$ cat src/rtl/dmem_bytelane.sv
// dmem_bytelane: byte-lane data memory with sub-word loads/stores, range/alignment checks, 1-cycle response.
// DMEM_CLEAR_EN: zero-fill every word after reset before accepting requests.
module dmem_bytelane #(
    parameter int          ADDR_W    = 6,
    parameter logic [31:0] BASE_ADDR = 32'h0000_0000
) (
    input  logic        clk,
    input  logic        rst_n,
    input  logic        req_valid,
    output logic        req_ready,
    input  logic        req_we,
    input  logic [1:0]  req_size,
    input  logic        req_unsigned,
    input  logic [31:0] req_addr,
    input  logic [31:0] req_wdata,
    output logic        rsp_valid,
    output logic [31:0] rsp_rdata,
    output logic        rsp_err
);
    localparam int DEPTH = 2 ** ADDR_W;

    logic [31:0]       mem [0:DEPTH-1];
    logic [ADDR_W-1:0] idx;
    logic [ADDR_W-1:0] clr_cnt;
    logic [1:0]        lane;
    logic              clr_we;
    logic              acc;
    logic              err;
    logic              wr;
    logic [3:0]        be;
    logic [31:0]       wd;
    logic [31:0]       rd_word;
    logic [7:0]        rd_b;
    logic [15:0]       rd_h;
    logic [31:0]       ld;

`ifdef DMEM_CLEAR_EN
    localparam logic [0:0] IDLE  = 1'b0;
    localparam logic [0:0] CLEAR = 1'b1;
    logic [0:0] state;
    always_ff @(posedge clk or negedge rst_n)
        if (!rst_n) begin
            state   <= CLEAR;
            clr_cnt <= '0;
        end else if (state == CLEAR) begin
            clr_cnt <= clr_cnt + 1'b1;
            if (&clr_cnt)
                state <= IDLE;
        end
    assign req_ready = state == IDLE;
    assign clr_we    = state == CLEAR;
`else
    logic ready_q;
    always_ff @(posedge clk or negedge rst_n)
        if (!rst_n)
            ready_q <= 1'b0;
        else
            ready_q <= 1'b1;
    assign req_ready = ready_q;
    assign clr_we    = 1'b0;
    assign clr_cnt   = '0;
`endif

    assign idx  = req_addr[ADDR_W+1:2];
    assign lane = req_addr[1:0];
    assign acc  = req_valid && req_ready;
    assign err  = req_size == 2'd3
               || (req_size == 2'd1 && req_addr[0])
               || (req_size == 2'd2 && lane != 2'd0)
               || req_addr[31:ADDR_W+2] != BASE_ADDR[31:ADDR_W+2];
    assign wr   = acc && req_we && !err;

    always_comb begin
        be = req_size == 2'd0 ? 4'b0001 << lane :
             req_size == 2'd1 ? (req_addr[1] ? 4'b1100 : 4'b0011) : 4'b1111;
        wd = req_size == 2'd0 ? {4{req_wdata[7:0]}} :
             req_size == 2'd1 ? {2{req_wdata[15:0]}} : req_wdata;
    end

    always_ff @(posedge clk)
        if (clr_we)
            mem[clr_cnt] <= '0;
        else if (wr)
            for (int i = 0; i < 4; i++)
                if (be[i])
                    mem[idx][8*i +: 8] <= wd[8*i +: 8];

    // Read sees the array before this edge's write, so a store at N is visible to a load at N+1.
    always_comb begin
        rd_word = mem[idx];
        rd_b    = rd_word[8*lane +: 8];
        rd_h    = req_addr[1] ? rd_word[31:16] : rd_word[15:0];
        ld      = req_size == 2'd0 ? {{24{~req_unsigned & rd_b[7]}}, rd_b} :
                  req_size == 2'd1 ? {{16{~req_unsigned & rd_h[15]}}, rd_h} : rd_word;
    end

    always_ff @(posedge clk or negedge rst_n)
        if (!rst_n) begin
            rsp_valid <= 1'b0;
            rsp_err   <= 1'b0;
            rsp_rdata <= '0;
        end else begin
            rsp_valid <= acc;
            rsp_err   <= acc && err;
            rsp_rdata <= (acc && !req_we && !err) ? ld : 32'h0;
        end
endmodule

$ cat config.mk
export PLATFORM = sky130hd
export DESIGN_NAME = dmem_bytelane
export DESIGN_NICKNAME = d
export VERILOG_FILES = /design/src/rtl/dmem_bytelane.sv
export SDC_FILE = /design/constraint.sdc
export NUM_CORES = 2
export LEC_CHECK = 0
export CAP_MARGIN = 30
export CORE_AREA = 2 2 372 374
export DETAILED_ROUTE_END_ITERATION = 7
export DIE_AREA = 0 0 374 376
export HOLD_SLACK_MARGIN = 0.02
export PLACE_DENSITY = 0.73
export SLEW_MARGIN = 20
export SYNTH_ARGS = -nofsm -noshare
export SYNTH_HDL_FRONTEND = slang
export SYNTH_SLANG_ARGS = --single-unit
$ cat constraint.sdc
create_clock -name clk -period 4 [get_ports clk]
set_input_delay 0.8 -clock clk [delete_from_list [all_inputs] [get_ports clk]]
set_output_delay 0.8 -clock clk [all_outputs]
set_load 0.01 [all_outputs]
==> results.toml <==
[routing]
drt-initial-drc-count = 10113
vias_per_cell = 7.12
drc_errors = 0
vias = 52158
first_pass_iters = 6
routedWlPerCell_um = 37.8
wl_mm = 277
final_antenna_net_count = 0

[finish]
n_fill_cell = 8530
syn_to_final_growth_pct = 17.0
final_area_um2 = 95500
nets = 5419
utilization_pct = 69.9
drive_gt1_share_pct = 22.4

[hold_path]
hold_path.class = "input pin to asynchronous set/reset pin"

[power]
power_mw = 45.7
powerDensity_nw_per_um2 = 478
p_leak_nw = 31.8
ir_worst_vdd_mv = 0.473

[worst_setup_path]
arrival_ns = 4.41
critPathRequiredTime_ns = 4.68
critical_path_class = "input pin to register"
timing.rr.start = "mem[46][26]"
r2r-end = "rsp_rdata[2]"
worst-r2r-cell-count = 9
endpoint_kind = "register"
r2r_setup_slack_ns = 0.52
start_kind = "input pin"
path_max_fanout = 29

[die]
dieArea_um2 = 141000
die_y_um = 376
num_rows = 136
pin_count = 106
start_util_pct = 59.7
core_um2 = 137000
die_x_um = 374

[logic_synthesis]
synth_seq_cells = 2083
synth-async-reset-ratio_pct = 1.68
synth_top_cell_by_area = "edfxtp_1"
yosysWarningCount = 0
synth_edf_count = 2048
seq_area_frac_synth_pct = 76.5
yosys_most_used_dff = "edfxtp_1"
yosys-top-cells-area = "edfxtp_1, mux2i_1, mux4_2"
synth_cell_types = 101
synth_top_area_share_pct = 75.4
syn_area_um2 = 81600
synth_area_per_cell_um2 = 17.4
synthTopCellsByCount = "edfxtp_1, nor2_1, mux2i_1"
synth.most_common_cell = "edfxtp_1"
synth_fp_nets = 4772
syn-instance-count = 4701

[sta]
max_slew_margin_pct = 25.2
min_period_ns = 3.73
tightestPinTransition_ns = 1.12
slew_viol_final = 0
grt_setup_unrepaired = "no"
fin_crit_sh_pct = 93.3
setup_tns_ns = 0
hold_viol = 0
holdWs_ns = 0.422
skew_ns = 0.0285
setup_violations = 0
max_freq_mhz = 268

[run]
maxCapViolCount = 0

[clock_network]
clock_sinks = 2083
post_cts_resized = 0
cts.clk_slew.worst_paths_ns = 0.06
cts_buffers = 199
cts_tree = "built"
ctsHtreeMaxLevel = 4
cts_root_buf = "clkbuf_16"
cts_buffer_depth = 3
clk-insertion-delay-late_ns = 0.85

[grt]
grt_max_degree = 65
grt_pass1_vias = 49404
antenna_found_initial = 21
overflow = 0
grt_usage_pct = 39.3
grt_first_pass_wirelength_mm = 382

[placed_design]
hpwl_mm = 181
placed_cell_area_um2 = 89100
place.gp.congestion = 0.983
port_buffers = 105

[run_status]
status = "finished clean"
[final cells by class]
cell class | count | area [um2] | share of cell area [%]
diodes | 20 | 50.0 | 0.0524
multi-input cells | 2272 | 17400 | 18.2
clock buffers | 260 | 5300 | 5.56
repair buffers | 782 | 7070 | 7.41
clock inverters | 102 | 957 | 1.00
well taps | 1794 | 2240 | 2.35
flip-flops and latches | 2083 | 62400 | 65.3
inverters | 10 | 42.5 | 0.0446
[where the power goes]
group | total, mW | internal, mW | switching, mW
Combinational | 3.12 | 0.964 | 2.15
Clock | 18.4 | 10.3 | 8.08
Sequential | 24.1 | 24.1 | 0.000674
[sequential cells by signal, indices dropped and copies added (netlist names)]
signal,cells
rsp_valid,1
mem,2048
rsp_err,1
req_ready,1
rsp_rdata,32
[cells by family after synthesis]
group                  share of synthesized area [%]
AOI/OAI and AO/OA                               9.18
other                                        0.00460
buffers and inverters                           2.47
and+or+nand+nor                                 4.15
muxes                                           7.72
DFF                                             76.5
[stage by stage]
step / cells / setup WS [ns]
after global routing: 7310 / 0.263
after floorplan: 4701 / 0.404
after global placement: 6937 / -0.331
after CTS: 7300 / 0.433
after detailed placement: 6938 / -0.440
final: 7323 / 0.268
[critical path, stage by stage]
cell and delay [ns]:
buf_8 0.28, buf_12 0.25, nor3b_2 0.08, buf_12 0.19, a2111oi_0 0.65, a31oi_1 0.22, or4b_1 0.58, nor3_1 0.70
buf_4 0.28, mux2i_1 0.11, nor2b_1 0.13, a2111oi_0 0.07
[what timing repair did]
action                                 in CTS  in global routing
setup endpoints to repair                   0                  0
buffers inserted                            0                  0
endpoints found under the hold margin       0                 13
hold buffers                                0                  1
[routing by layer]
layer	GRT usage (%)	part of all wire (%)	vias to the layer above	wire length (um)
met4	20.4	6.1	22	16800
li1	-	-	20417	-
met3	15.0	17	815	47400
met5	1.30	0.14	-	393
met1	53.5	34	25935	94700
met2	55.2	42	4969	117000
[worst max path at each step]
stage | start | end | cells after the start
global route | req_addr[3] | rsp_rdata[2] | 12
finish | req_addr[3] | rsp_rdata[2] | 12
CTS | req_addr[3] | rsp_rdata[2] | 12
detailed placement | req_addr[3] | rsp_rdata[2] | 12
floorplan | req_size[0] | mem[0][29] | 4
global placement | req_addr[3] | rsp_rdata[2] | 12
[cell usage in the layout (no fill, tap or decap), drive strengths merged, types with 9 or more instances in the layout]
cell           instances
bufinv                16
o2bb2ai               18
nor2                 373
inv                   18
a221oi               153
clkbuf               260
nand3                 36
a22oi                220
edfxtp              2048
o21ai                123
o22a                  12
nor3                  12
buf                  689
o211ai                19
a222oi                13
o221ai                16
mux4                  89
nand2                184
a31oi                 45
mux2                 134
nand4                 23
o22ai                 92
a221o                 43
clkinv                74
a21oi                140
nand2b                 9
nor2b                 12
clkdlybuf4s50         92
o31ai                 13
nor4                  23
a211oi                 9
diode                 20
a22o                  59
mux2i                275
dfrtp                 35
Note: power is estimated with default switching activity, not from simulation.
